## config.mk

```make
export PLATFORM = sky130hd
export DESIGN_NAME = des_sbox_bank_flat
export DESIGN_NICKNAME = d
export VERILOG_FILES = /design/src/rtl/des_sbox_bank_pkg.sv /design/src/rtl/des_sbox_bank_if.sv /design/src/rtl/des_sbox_bank_lane.sv /design/src/rtl/des_sbox_bank.sv /design/src/flat_wrapper.sv
export SDC_FILE = /design/constraint.sdc
export NUM_CORES = 1
export LEC_CHECK = 0
export ABC_CLOCK_PERIOD_IN_PS = 6000
export BUFFER_PORTS_ARGS = -buffer_cell sky130_fd_sc_hd__buf_2
export CORE_MARGIN = 2
export CORE_UTILIZATION = 25
export DETAILED_ROUTE_END_ITERATION = 8
export GPL_TIMING_DRIVEN = 0
export REMOVE_ABC_BUFFERS = 1
export SYNTH_ARGS = -nofsm -noshare
export SYNTH_HDL_FRONTEND = slang
export SYNTH_SLANG_ARGS = --single-unit
```

## constraint.sdc

```tcl
create_clock -name clk -period 6 [get_ports clk]
set_clock_uncertainty 0.05 [all_clocks]
set_input_delay 0.9 -clock clk [delete_from_list [all_inputs] [get_ports clk]]
set_output_delay 0.9 -clock clk [all_outputs]
set_load 0.05 [all_outputs]
```

## src/rtl/des_sbox_bank_pkg.sv

```systemverilog
// des_pkg: shared constants and helpers for the DES S-box bank.
//   SBOX        - S1..S8 substitution tables, entry index = row*16 + col
//   P_TAB       - DES P permutation, 1-based source bit for each output bit
//   sbox_lookup - 4-bit lookup for one 6-bit group of a given box
//   p_perm      - applies P to a 32-bit S-box result
//   state_t     - bank FSM states
package des_pkg;

    typedef enum logic [1:0] {
        ST_IDLE = 2'd0,
        ST_BUSY = 2'd1,
        ST_DONE = 2'd2
    } state_t;

    localparam int SBOX [8][64] = '{
        '{14,  4, 13,  1,  2, 15, 11,  8,  3, 10,  6, 12,  5,  9,  0,  7,
           0, 15,  7,  4, 14,  2, 13,  1, 10,  6, 12, 11,  9,  5,  3,  8,
           4,  1, 14,  8, 13,  6,  2, 11, 15, 12,  9,  7,  3, 10,  5,  0,
          15, 12,  8,  2,  4,  9,  1,  7,  5, 11,  3, 14, 10,  0,  6, 13},
        '{15,  1,  8, 14,  6, 11,  3,  4,  9,  7,  2, 13, 12,  0,  5, 10,
           3, 13,  4,  7, 15,  2,  8, 14, 12,  0,  1, 10,  6,  9, 11,  5,
           0, 14,  7, 11, 10,  4, 13,  1,  5,  8, 12,  6,  9,  3,  2, 15,
          13,  8, 10,  1,  3, 15,  4,  2, 11,  6,  7, 12,  0,  5, 14,  9},
        '{10,  0,  9, 14,  6,  3, 15,  5,  1, 13, 12,  7, 11,  4,  2,  8,
          13,  7,  0,  9,  3,  4,  6, 10,  2,  8,  5, 14, 12, 11, 15,  1,
          13,  6,  4,  9,  8, 15,  3,  0, 11,  1,  2, 12,  5, 10, 14,  7,
           1, 10, 13,  0,  6,  9,  8,  7,  4, 15, 14,  3, 11,  5,  2, 12},
        '{ 7, 13, 14,  3,  0,  6,  9, 10,  1,  2,  8,  5, 11, 12,  4, 15,
          13,  8, 11,  5,  6, 15,  0,  3,  4,  7,  2, 12,  1, 10, 14,  9,
          10,  6,  9,  0, 12, 11,  7, 13, 15,  1,  3, 14,  5,  2,  8,  4,
           3, 15,  0,  6, 10,  1, 13,  8,  9,  4,  5, 11, 12,  7,  2, 14},
        '{ 2, 12,  4,  1,  7, 10, 11,  6,  8,  5,  3, 15, 13,  0, 14,  9,
          14, 11,  2, 12,  4,  7, 13,  1,  5,  0, 15, 10,  3,  9,  8,  6,
           4,  2,  1, 11, 10, 13,  7,  8, 15,  9, 12,  5,  6,  3,  0, 14,
          11,  8, 12,  7,  1, 14,  2, 13,  6, 15,  0,  9, 10,  4,  5,  3},
        '{12,  1, 10, 15,  9,  2,  6,  8,  0, 13,  3,  4, 14,  7,  5, 11,
          10, 15,  4,  2,  7, 12,  9,  5,  6,  1, 13, 14,  0, 11,  3,  8,
           9, 14, 15,  5,  2,  8, 12,  3,  7,  0,  4, 10,  1, 13, 11,  6,
           4,  3,  2, 12,  9,  5, 15, 10, 11, 14,  1,  7,  6,  0,  8, 13},
        '{ 4, 11,  2, 14, 15,  0,  8, 13,  3, 12,  9,  7,  5, 10,  6,  1,
          13,  0, 11,  7,  4,  9,  1, 10, 14,  3,  5, 12,  2, 15,  8,  6,
           1,  4, 11, 13, 12,  3,  7, 14, 10, 15,  6,  8,  0,  5,  9,  2,
           6, 11, 13,  8,  1,  4, 10,  7,  9,  5,  0, 15, 14,  2,  3, 12},
        '{13,  2,  8,  4,  6, 15, 11,  1, 10,  9,  3, 14,  5,  0, 12,  7,
           1, 15, 13,  8, 10,  3,  7,  4, 12,  5,  6, 11,  0, 14,  9,  2,
           7, 11,  4,  1,  9, 12, 14,  2,  0,  6, 10, 13, 15,  3,  5,  8,
           2,  1, 14,  7,  4, 10,  8, 13, 15, 12,  9,  0,  3,  5,  6, 11}
    };

    localparam int P_TAB [32] = '{
        16,  7, 20, 21, 29, 12, 28, 17,
         1, 15, 23, 26,  5, 18, 31, 10,
         2,  8, 24, 14, 32, 27,  3,  9,
        19, 13, 30,  6, 22, 11,  4, 25
    };

    // Outer bits {b1,b6} pick the row, inner bits b2..b5 the column.
    function automatic logic [3:0] sbox_lookup(input logic [2:0] box_idx, input logic [5:0] six);
        logic [5:0] idx;
        idx = {six[5], six[0], six[4:1]};
        return 4'(SBOX[box_idx][idx]);
    endfunction

    // Bit numbering is 1-based from the MSB, so DES bit j lives at x[32-j].
    function automatic logic [31:0] p_perm(input logic [31:0] x);
        logic [31:0] y;
        y = '0;
        for (int i = 0; i < 32; i++) begin
            y[31-i] = x[32-P_TAB[i]];
        end
        return y;
    endfunction

endpackage

```

## src/rtl/des_sbox_bank_if.sv

```systemverilog
// des_sbox_bank_if: valid/ready input and output channels of the S-box bank.
//   in_valid/in_ready/in_data    - 48-bit keyed half-block from the key-mix XOR
//   out_valid/out_ready/out_data - 32-bit substituted (optionally P-permuted) word
//   busy                         - bank is stepping through its lookups
// slave is the bank side, master the producer/consumer side.
interface des_sbox_bank_if;
    logic        in_valid;
    logic        in_ready;
    logic [47:0] in_data;
    logic        out_valid;
    logic        out_ready;
    logic [31:0] out_data;
    logic        busy;

    modport slave (
        input  in_valid, in_data, out_ready,
        output in_ready, out_valid, out_data, busy
    );

    modport master (
        output in_valid, in_data, out_ready,
        input  in_ready, out_valid, out_data, busy
    );
endinterface

```

## src/rtl/des_sbox_bank_lane.sv

```systemverilog
// des_sbox_lane: one combinational S-box lookup.
//   box_idx - which of S1..S8 (0 = S1)
//   six     - 6-bit input group, MSB = b1
//   nibble  - 4-bit substitution result
module des_sbox_lane
    import des_pkg::*;
(
    input  logic [2:0] box_idx,
    input  logic [5:0] six,
    output logic [3:0] nibble
);
    assign nibble = sbox_lookup(box_idx, six);
endmodule

```

## src/rtl/des_sbox_bank.sv

```systemverilog
// des_sbox_bank: multi-lane DES S-box engine, LANES lookups per BUSY cycle.
//   clk   - rising-edge clock
//   rst_n - synchronous active-low reset
//   bus   - slave side of des_sbox_bank_if (in_*, out_*, busy)
// A 48-bit input is captured in IDLE (or in DONE while the previous result is
// being taken), resolved over 8/LANES BUSY cycles, and held in DONE until the
// consumer accepts it.
module des_sbox_bank
    import des_pkg::*;
#(
    parameter int LANES   = 8,
    parameter bit PERM_EN = 1'b0
)
(
    input  logic            clk,
    input  logic            rst_n,
    des_sbox_bank_if.slave  bus
);
    localparam int STEPS    = 8 / LANES;
    localparam int CNT_W    = (STEPS > 1) ? $clog2(STEPS) : 1;
    localparam int CNT_LAST = STEPS - 1;

    if (!(LANES == 1 || LANES == 2 || LANES == 4 || LANES == 8)) begin : g_bad_lanes
        $error("des_sbox_bank: LANES must be 1, 2, 4 or 8");
    end

    state_t             r_state;
    state_t             w_state_nxt;
    logic [CNT_W-1:0]   r_cnt;
    logic [47:0]        r_src;
    logic [31:0]        r_res;
    logic [31:0]        r_out;
    logic [31:0]        w_res_nxt;
    logic               w_in_ready;
    logic               w_accept;
    logic               w_last;
    logic [2:0]         w_box [LANES];
    logic [5:0]         w_six [LANES];
    logic [3:0]         w_nib [LANES];

    // Lane k handles box cnt*LANES + k; its 6-bit group sits MSB-first in r_src.
    for (genvar k = 0; k < LANES; k++) begin : g_lane
        assign w_box[k] = 3'(int'(r_cnt) * LANES + k);
        assign w_six[k] = r_src[47 - 6 * int'(w_box[k]) -: 6];
        des_sbox_lane u_lane (
            .box_idx (w_box[k]),
            .six     (w_six[k]),
            .nibble  (w_nib[k])
        );
    end

    always_comb begin
        w_res_nxt = r_res;
        for (int k = 0; k < LANES; k++) begin
            w_res_nxt[31 - 4 * int'(w_box[k]) -: 4] = w_nib[k];
        end
    end

    assign w_last = (r_cnt == CNT_W'(CNT_LAST));

    // Next state; in DONE the input side only opens once the output is taken,
    // which lets a waiting input slip in on the same edge.
    always_comb begin
        w_state_nxt = r_state;
        w_in_ready  = 1'b0;
        case (r_state)
            ST_IDLE: begin
                w_in_ready = 1'b1;
                if (bus.in_valid) w_state_nxt = ST_BUSY;
            end
            ST_BUSY: begin
                if (w_last) w_state_nxt = ST_DONE;
            end
            ST_DONE: begin
                if (bus.out_ready) begin
                    w_in_ready  = 1'b1;
                    w_state_nxt = bus.in_valid ? ST_BUSY : ST_IDLE;
                end
            end
            default: w_state_nxt = ST_IDLE;
        endcase
    end

    assign w_accept = bus.in_valid & w_in_ready;

    always_ff @(posedge clk) begin
        if (!rst_n) begin
            r_state <= ST_IDLE;
            r_cnt   <= '0;
            r_src   <= '0;
            r_res   <= '0;
            r_out   <= '0;
        end else begin
            r_state <= w_state_nxt;
            if (w_accept) begin
                r_src <= bus.in_data;
                r_res <= '0;
                r_cnt <= '0;
            end else if (r_state == ST_BUSY) begin
                r_res <= w_res_nxt;
                if (w_last) begin
                    r_out <= PERM_EN ? p_perm(w_res_nxt) : w_res_nxt;
                    r_cnt <= '0;
                end else begin
                    r_cnt <= r_cnt + 1'b1;
                end
            end
        end
    end

    assign bus.in_ready  = w_in_ready;
    assign bus.out_valid = (r_state == ST_DONE);
    assign bus.busy      = (r_state == ST_BUSY);
    assign bus.out_data  = r_out;

endmodule

```

## src/flat_wrapper.sv

```systemverilog
// flat-port wrapper written by rule: the top's interface ports become plain ports
module des_sbox_bank_flat import des_pkg::*;
#(
    parameter int LANES   = 8,
    parameter bit PERM_EN = 1'b0
)
  (clk, rst_n, bus_in_valid, bus_in_data, bus_out_ready, bus_in_ready, bus_out_valid, bus_out_data, bus_busy);
  des_sbox_bank_if bus_i ();
  input  logic clk;
  input  logic rst_n;
  input wire logic [$bits(bus_i.in_valid)-1:0] bus_in_valid;
  input wire logic [$bits(bus_i.in_data)-1:0] bus_in_data;
  input wire logic [$bits(bus_i.out_ready)-1:0] bus_out_ready;
  output wire logic [$bits(bus_i.in_ready)-1:0] bus_in_ready;
  output wire logic [$bits(bus_i.out_valid)-1:0] bus_out_valid;
  output wire logic [$bits(bus_i.out_data)-1:0] bus_out_data;
  output wire logic [$bits(bus_i.busy)-1:0] bus_busy;
  assign bus_i.in_valid = bus_in_valid;
  assign bus_i.in_data = bus_in_data;
  assign bus_i.out_ready = bus_out_ready;
  assign bus_in_ready = bus_i.in_ready;
  assign bus_out_valid = bus_i.out_valid;
  assign bus_out_data = bus_i.out_data;
  assign bus_busy = bus_i.busy;
  des_sbox_bank #(.LANES(LANES), .PERM_EN(PERM_EN)) u_core (.clk(clk), .rst_n(rst_n), .bus(bus_i));
endmodule
```

# Yosys cells after proc, flatten, opt, wreduce, memory -nomap -nowiden
# Memories as Yosys holds them, arrays and structs flattened.
# Cells that the tools add are included.
# op_classes
n_lt_le_gt_ge,15
n_mux,52
shift,21
addsub,29
n_reduce_logical,4
bitwise_logic,19
mul,7
eq_ne,5
# op_table
operator,count
$mux W2048,14
$bmux W32 S6,7
$shiftx A53 B32 Y6,7
$shift A4 B33 Y35 const A,7
$shiftx A4 B33 Y35,7
$neg A32 Y33,7
$bwmux W32,7
$sub A7 B32 Y32 const A,7
$mux W4,16
$ge A7 B7 Y1 const B,8
$not A6 Y7,8
$sub A5 B5 Y6 const A,7
$mul A2 B3 Y5 const A,7
$ge A4 B4 Y1 const B,7
$not A3 Y4,7
$add A1 B2 Y3 const AB,3
$add A1 B3 Y3 const AB,2
$mux W2,3
$ne A2 B2 Y1 const B,3
$pmux W2 S3,1
$reduce_and A3 Y1,2
$add A1 B1 Y2 const AB,2
$mux W1,3
$not A1 Y1,3
7 further kinds,7
# word_totals
register_bits,111
input_bits,52
romBits,116736
word_cells,165
output_inout_bits,35
mem_count,8
# mem_list
memory,depth,width,rd,rd_ports_with_merged_regs,wr,line_no,rtl
(no name shown),8,2048,1,0,0,des_sbox_bank_pkg.sv:61,return 4'(SBOX[box_idx][idx]);
(no name shown),8,2048,1,0,0,des_sbox_bank_pkg.sv:61,
(no name shown),8,2048,1,0,0,des_sbox_bank_pkg.sv:61,
(no name shown),8,2048,1,0,0,des_sbox_bank_pkg.sv:61,
(no name shown),8,2048,1,0,0,des_sbox_bank_pkg.sv:61,
(no name shown),8,2048,1,0,0,des_sbox_bank_pkg.sv:61,
+2 memories,n/a,n/a,n/a,n/a,n/a,n/a,

# Longest topological paths before layout
# Gate-level depths: netlist of run 1.
# logic_depth
depth_word,16
mapped_depth,9
mapped_depth_nobuf,7

# Hierarchy
# From an unflattened synthesis of run 1, not the netlist that was laid out.
# unflattened
cells_unflattened,4731
hier_area_um2,31390.1
# by_module_without_submodules
mod,instances,area_per_inst_um2,cells_per_inst,seq_area_each_um2
des_sbox_lane (u_core.g_lane[0].u_lane ...),7,3525.9,546,0.0
des_sbox_lane (u_core.g_lane[7].u_lane),1,3562.2,550,0.0
des_sbox_bank,1,3146.8,359,1641.6

# Worst setup path before layout of run 1
# No wires, ideal clock.
# synth_path
kind,input-to-output
start,input port bus_out_ready
end,output port bus_in_ready
cell_stages,2
required_time_ns,5.050
slack_ns,3.261
path_buffers,0
arrival_time_ns,1.789
cell_sequence,inv_1 -> a21oi_1
# synth_via
elab_chain_cells,2
# synth_rtl
item,line_no,rtl
"start, declared",flat_wrapper.sv:13,input wire logic [$bits(bus_i.out_ready)-1:0] bus_out_ready;
$mux W1,des_sbox_bank.sv:75,if (bus.out_ready) begin
$pmux W1 S2,des_sbox_bank.sv:66,case (r_state)
"end, declared",flat_wrapper.sv:14,output wire logic [$bits(bus_i.in_ready)-1:0] bus_in_ready;
# No other way between the ends.

# Worst setup path after layout of run 1
# layout_path
start,register u_core.r_state[1]
end,output port bus_busy
# layout_via
elab_chain_cells,1
# layout_rtl
item,line_no,rtl
"start, declared",des_sbox_bank.sv:27,state_t r_state;
"start signal, assigned",des_sbox_bank.sv:94,r_state <= w_state_nxt;
$eq A2 B1 Y1,des_sbox_bank.sv:113,assign bus.busy = (r_state == ST_BUSY);
"end, declared",flat_wrapper.sv:17,output wire logic [$bits(bus_i.busy)-1:0] bus_busy;
# No other way between the ends.

==> run metrics, run 1 <==
CTS tree yes; antenna violations before repair 1; Die Y 177 microns; ratio of cells with drive above 1 in the final layout 14.1%; Worst path max stage delay 0.90 ns; Cell Int Power 1.14 mW; reg-to-reg endpoint u_core.bus.out_data[4]; Total Nets Final 1103; Worst-path clk slew 0.07 ns; initial core utilization 25.3%; flops & latches, synth 82; routability cong. 0.819; status complete, no violations; Die Width 177 microns; Slew @ Worst Pin 1.15 ns; maximum clock frequency 0.287 GHz; Synth area leader dfxtp_1; Worst Setup SP u_core.r_state[1]; Seq pwr share 38.9%; RSZ-0062 raised after global routing false; # diodes 0; DIE AREA 0.0315 sq mm; antenna-violating nets left 0; sequential area share after synthesis 21.9%; first-pass GRT wire length 32.6 mm; largest net degree at the start of global routing 86; top cells by area, synth dfxtp_1 22%, ha_1 10%, nand2_1 7.3%, a21boi_0 5.3%, mux4_2 5.1%; Resized Gates After CTS 0; Layout area overhead 11.2%; xor/xnor share of the synthesized area 3.38%; final setup fails 0; Mapped Area 0.00751 sq mm; Tot GR Track Use 12.8%; synth warn 0; critical path data required time 5.05 ns; Sw Pwr 620 uW; Final Hold Vio Count 0; FFs w/ async S/R, synth 0%; Row Count 63; Pleak 3.21 nW; Fillers 3257; Reg area 0.00164 sq mm; critical path cell sequence nand2b_2 -> inv_2 -> buf_2; setup slack, reg-to-reg 2.84 ns; CTS Sinks 82; slowest CP cell inv_2; area post-placement 0.00805 sq mm; Reg2Reg Depth 5; post-synthesis cell count 990; Pwr per Cell Area 210 mW/mm^2; number of synthesized flops with an enable pin 0; post-synthesis mux area share 9.81%; setup_tns 0 ns; PortBufs 86; total wire length 19.9 mm; hold endpoint u_core.bus.out_data[31]; Primary FF master, synth dfxtp_1; Max rail drop VDD 0.204 mV; Tmin final 3.48 ns; Setup Buffers After CTS 0; worst r2r src u_core.r_state[1]; crit end category primary output; Adder-Cell Fraction of Synth Area 10.3%; clk buf depth 2; final setup margin 2.52 ns; later-pin clock latency in the skew report 0.36 ns; startpoint types flip-flop; CTS Hold Buffers Added 0; crit-path max FO 45; root buf cell clkbuf_16; top-area cell type share of the netlist area 21.9%; Cell variety after synth 70; Mapped Avg Cell Area 7.59 sq um; grt ovf 0; Num CTS Buffers 9; Ports 87; Synth Area in Simple Gates 19.0%; slew margin rel. 23.1%; hold_sp u_core.bus.out_data[31]; worst hold slack 0.401 ns; htree depth 3; post-layout util 28.2%; WL per Instance 14.4 microns; vias in the first global route 6287; hold path cells 2; Setup WS pre-CTS 2.24 ns; HPWL Detailed 13.2 mm; routed vias/inst 4.99; Detailed Route Iter0 Violations 600; largest family of logic cells by synthesized area compound AO/OA/AOI/OAI gates; Switching Fraction 35.3%; final instance area 0.00836 sq mm; Critical path buffers and inverters 2; DRT Pass-1 Iters 5; Compound-Gate Fraction of Synth Area 27.6%; clock network power share 33.1%; Hold WC Path Type reg -> reg; max cap viols 0; # DRC 0; Crit Path Class reg -> out; Vias 6909; Final Max Slew Viols 0; arrival time at the worst endpoint 2.53 ns; Combinational Power Share 28.0%; CP top delay family buffers and inverters; multi-input combinational cell area 0.00528 sq mm; Core Region 0.0296 sq mm; fin crit share 58.0%
-- power groups by stage --
stage,combinational (mW),sequential [mW],clock [mW]
4_1_cts,0.495,0.682,0.613
2_1_floorplan,0.312,0.724,0
5_1_grt,0.551,0.696,0.634
3_3_place_gp,0.483,0.692,0
3_5_place_dp,0.493,0.694,0
6_report,0.492,0.683,0.581
-- registers in the layout, indices dropped and copies added (netlist names) --
name,flops
u_core.r_src,48
u_core.bus.out_data,32
u_core.r_state,2
-- stage by stage --
step / total power, mW / std cells
final: 1.76 / 1384
after global routing: 1.88 / 1384
after CTS: 1.79 / 1384
after detailed placement: 1.19 / 1368
after global placement: 1.17 / 1366
after floorplan: 1.04 / 890
-- worst max path at each step --
stage          cells after the start                     end  slack [ns]
4_1_cts                            3                bus_busy        1.98
5_1_grt                            3                bus_busy        2.38
3_3_place_gp                       4  u_core.bus.out_data[4]        2.16
2_1_floorplan                      5         u_core.r_src[0]        2.81
6_report                           3                bus_busy        2.52
3_5_place_dp                       5  u_core.bus.out_data[4]        2.24
-- layout by cell type (no fill, tap or decap), types with 13 or more instances in the layout --
cell type	synthesis	layout
a211oi_1	14	14
a21boi_0	53	53
a21oi_1	61	61
a31oi_1	14	14
buf_2	29	85
dfxtp_1	82	82
ha_1	62	62
inv_1	42	42
mux2i_1	32	32
mux4_2	17	17
nand2_1	147	146
nand2b_1	17	16
nand3_1	15	15
nor2_1	60	60
nor2b_1	20	20
nor3_1	13	13
o211ai_1	21	21
o21ai_0	60	60
xnor2_1	15	15
xor2_1	14	14
-- tightest hold or removal path, stage by stage (launching register included) --
cell and delay (ns):
dfxtp_1 0.31, nand2_1 0.05, a21boi_1 0.05
-- kinds of logic (layout without fill, tap and decap cells) --
kind of cell,count (synthesis),count (layout)
AND/OR/NAND/NOR,313,313
AO/OA/AOI/OAI,306,306
buffers and inverters,146,150
flip-flops,82,82
adder cells (fa/ha/maj),62,62
multiplexers,52,52
XOR/XNOR,29,29
-- cell type report --
cell class / count / area share, %
Tap cell: 390 / 5.84
Inverter: 46 / 2.07
Clock buffer: 11 / 3.02
Multi-Input combinational cell: 762 / 63.1
Clock inverter: 5 / 0.629
Timing Repair Buffer: 88 / 5.66
Sequential cell: 82 / 19.6
-- per-layer routing --
metal / GRT usage (%) / vias up / share of wire (%) / wire length [microns]
li1: - / 3515 / - / -
met2: 20.3 / 133 / 45 / 8940
met5: 0 / - / 0.065 / 13
met4: 2.77 / 2 / 1.0 / 201
met3: 2.76 / 18 / 4.1 / 809
met1: 17.8 / 3241 / 50 / 9940
-- synth_stat cells, types with 17 or more instances --
| cell type | number |
|---|---|
| nand2_1 | 147 |
| mux4_2 | 17 |
| clkbuf_1 | 65 |
| nor2_1 | 60 |
| inv_1 | 42 |
| a21boi_0 | 53 |
| nand2b_1 | 17 |
| dfxtp_1 | 82 |
| buf_2 | 29 |
| o21ai_0 | 60 |
| o211ai_1 | 21 |
| ha_1 | 62 |
| nor2b_1 | 20 |
| a21oi_1 | 61 |
| mux2i_1 | 32 |
Note: power is estimated with default switching activity, not from simulation.
==> run 2, diff against run 1 <==
Settings changed: ABC_CLOCK_PERIOD_IN_PS 6000 to 3250.
Clock period 6 ns to 3.25 ns, I/O delays scaled along.
==> run 2 against run 1 <==
Net effect: sequential power up 84%; largest power group unchanged; die area is the same; clock power up 86%; final cell count up 0.36%; hold slack worse by 0.070 ns; setup slack worse by 2.2 ns; critical path type is now reg -> reg; global-route usage up 0.47 points; critical path depth up 2; sequential share of layout area fell by 0.065 points; combinational power up 87%; highest routed layer unchanged.
==> run metrics, run 2 (synthesis gave the netlist of run 1 again) <==
status complete, no violations; CTS Hold Buffers Added 0 (unchanged); final setup margin 0.316 ns (-2.20 ns); PortBufs 86 (unchanged); reg-to-reg endpoint u_core.bus.out_data[4]; Setup crit end u_core.bus.out_data[4]; Detailed Route Iter0 Violations 530 (-12%); HPWL Detailed 13.2 mm (unchanged); Hold WC Path Type in -> reg; hold_sp bus_in_data[20]; initial core utilization 25.3% (unchanged); Worst Setup SP u_core.r_state[1]; grt ovf 0 (unchanged); DIE AREA 0.0315 sq mm (unchanged); arrival time at the worst endpoint 3.18 ns (+0.65 ns); Layout area overhead 11.6%; setup slack, reg-to-reg 0.32 ns (-2.52 ns); CTS Sinks 82 (unchanged); worst r2r src u_core.r_state[1]; Ports 87 (unchanged); crit end category flip-flop; Slew @ Worst Pin 1.12 ns (-0.0358 ns); max cap viols 0 (unchanged); most flop-heavy register u_core.r_src; Tot GR Track Use 13.3% (+0.47 points); critical path data required time 3.49 ns (-1.56 ns); routability cong. 0.819 (unchanged); Vias 6984 (+1.1%); slew margin rel. 25.5% (+2.4 points); most frequent cells in the layout 146 x nand2_1, 85 x buf_2, 82 x dfxtp_1, 62 x ha_1, 61 x a21oi_1; Row Count 63 (unchanged); Core Region 0.0296 sq mm (unchanged); crit-path max FO 23 (-49%); htree depth 3 (unchanged); most common cell after layout, fill and taps aside nand2_1; # DRC 0 (unchanged); root buf cell clkbuf_16; Pleak 3.22 nW (+0.33%); Die Width 177 microns (unchanged); later-pin clock latency in the skew report 0.36 ns (about the same); CTS tree yes; routed vias/inst 5.03 (+0.72%); Reg2Reg Depth 5 (unchanged); fin crit share 90.3%; Final Max Slew Viols 0 (unchanged); largest net degree at the start of global routing 86 (unchanged); total wire length 20.7 mm (+4.1%); Num CTS Buffers 9 (unchanged); first-pass GRT wire length 33.5 mm (+2.8%); Crit Path Class reg -> reg; Final Hold Vio Count 0 (unchanged); RSZ-0062 raised after global routing false; vias in the first global route 6368 (+1.3%); startpoint types flip-flop; Total Nets Final 1107 (+0.36%); Worst-path clk slew 0.07 ns (about the same); Pwr per Cell Area 389 mW/mm^2 (+85%); ratio of cells with drive above 1 in the final layout 14.4% (+0.34 points); DRT Pass-1 Iters 5 (unchanged); final setup fails 0 (unchanged); worst hold slack 0.331 ns (-0.0701 ns); WL per Instance 14.9 microns (+3.7%); antenna-violating nets left 0 (unchanged); antenna violations before repair 1 (unchanged); Setup WS pre-CTS -0.514 ns (-2.75 ns); clk buf depth 2 (unchanged); Max rail drop VDD 0.376 mV (+85%); maximum clock frequency 0.341 GHz; Die Y 177 microns (unchanged); Tmin final 2.93 ns; Largest register FFs 48 (unchanged)
==> run 2: metrics by stage <==
stage	std cells	instance area [sq um]	util, %	setup TNS [ns]	power (mW)
after global routing	1388	8380	28.3	0	3.48
after global placement	1366	8000	27.0	-2.51	2.17
final	1389	8380	28.3	0	3.26
after floorplan	890	7080	-	0	1.91
after CTS	1388	8380	28.3	0	3.32
after detailed placement	1368	8050	27.2	-2.27	2.19
==> run 2: critical path, stage by stage (launching register included) <==
cell and delay [ns]:
dfxtp_1 0.32, nand2b_2 0.59, inv_2 0.70, nand2_1 0.50, or4_1 0.64, nand3_1 0.07
==> run 2: layout make-up <==
| type | count | area, sq um |
|---|---|---|
| clock buffers | 11 | 253 |
| multi-input cells | 762 | 5280 |
| clock inverters | 5 | 52.6 |
| diodes | 1 | 2.50 |
| repair inverters | 2 | 10.0 |
| repair buffers | 90 | 488 |
| inverters | 46 | 173 |
| flip-flops and latches | 82 | 1640 |
| well taps | 390 | 488 |
| fillers | 3256 | 21300 |
==> run 2: what timing repair did <==
item / 4_1_cts / 5_1_grt
hold endpoints to repair: 0 / 0
buffers inserted: 2 / 0
resized for setup: 1 / 0
endpoints found under the setup margin: 10 / 0
==> run 2: worst min path at each step <==
stage                                    to  slack, ns  cells past startpoint
global placement    u_core.bus.out_data[31]       0.39                      2
floorplan                  u_core.r_src[35]       0.47                      2
finish                     u_core.r_src[20]       0.33                      3
CTS                        u_core.r_src[19]       0.31                      3
detailed placement  u_core.bus.out_data[31]       0.40                      2
global route                u_core.r_src[4]       0.32                      3
==> run 2: routing by layer <==
| metal | track usage (%) | vias up | routed length (microns) |
|---|---|---|---|
| li1 | - | 3525 | - |
| met1 | 18.4 | 3280 | 10200 |
| met2 | 20.8 | 157 | 9230 |
| met3 | 3.00 | 20 | 1010 |
| met4 | 3.28 | 2 | 252 |
| met5 | 0 | - | 13 |
==> run 2: power by group <==
part           switching, mW  internal, mW
sequential             0.187          1.07
clock                  0.442         0.634
combinational          0.531         0.390
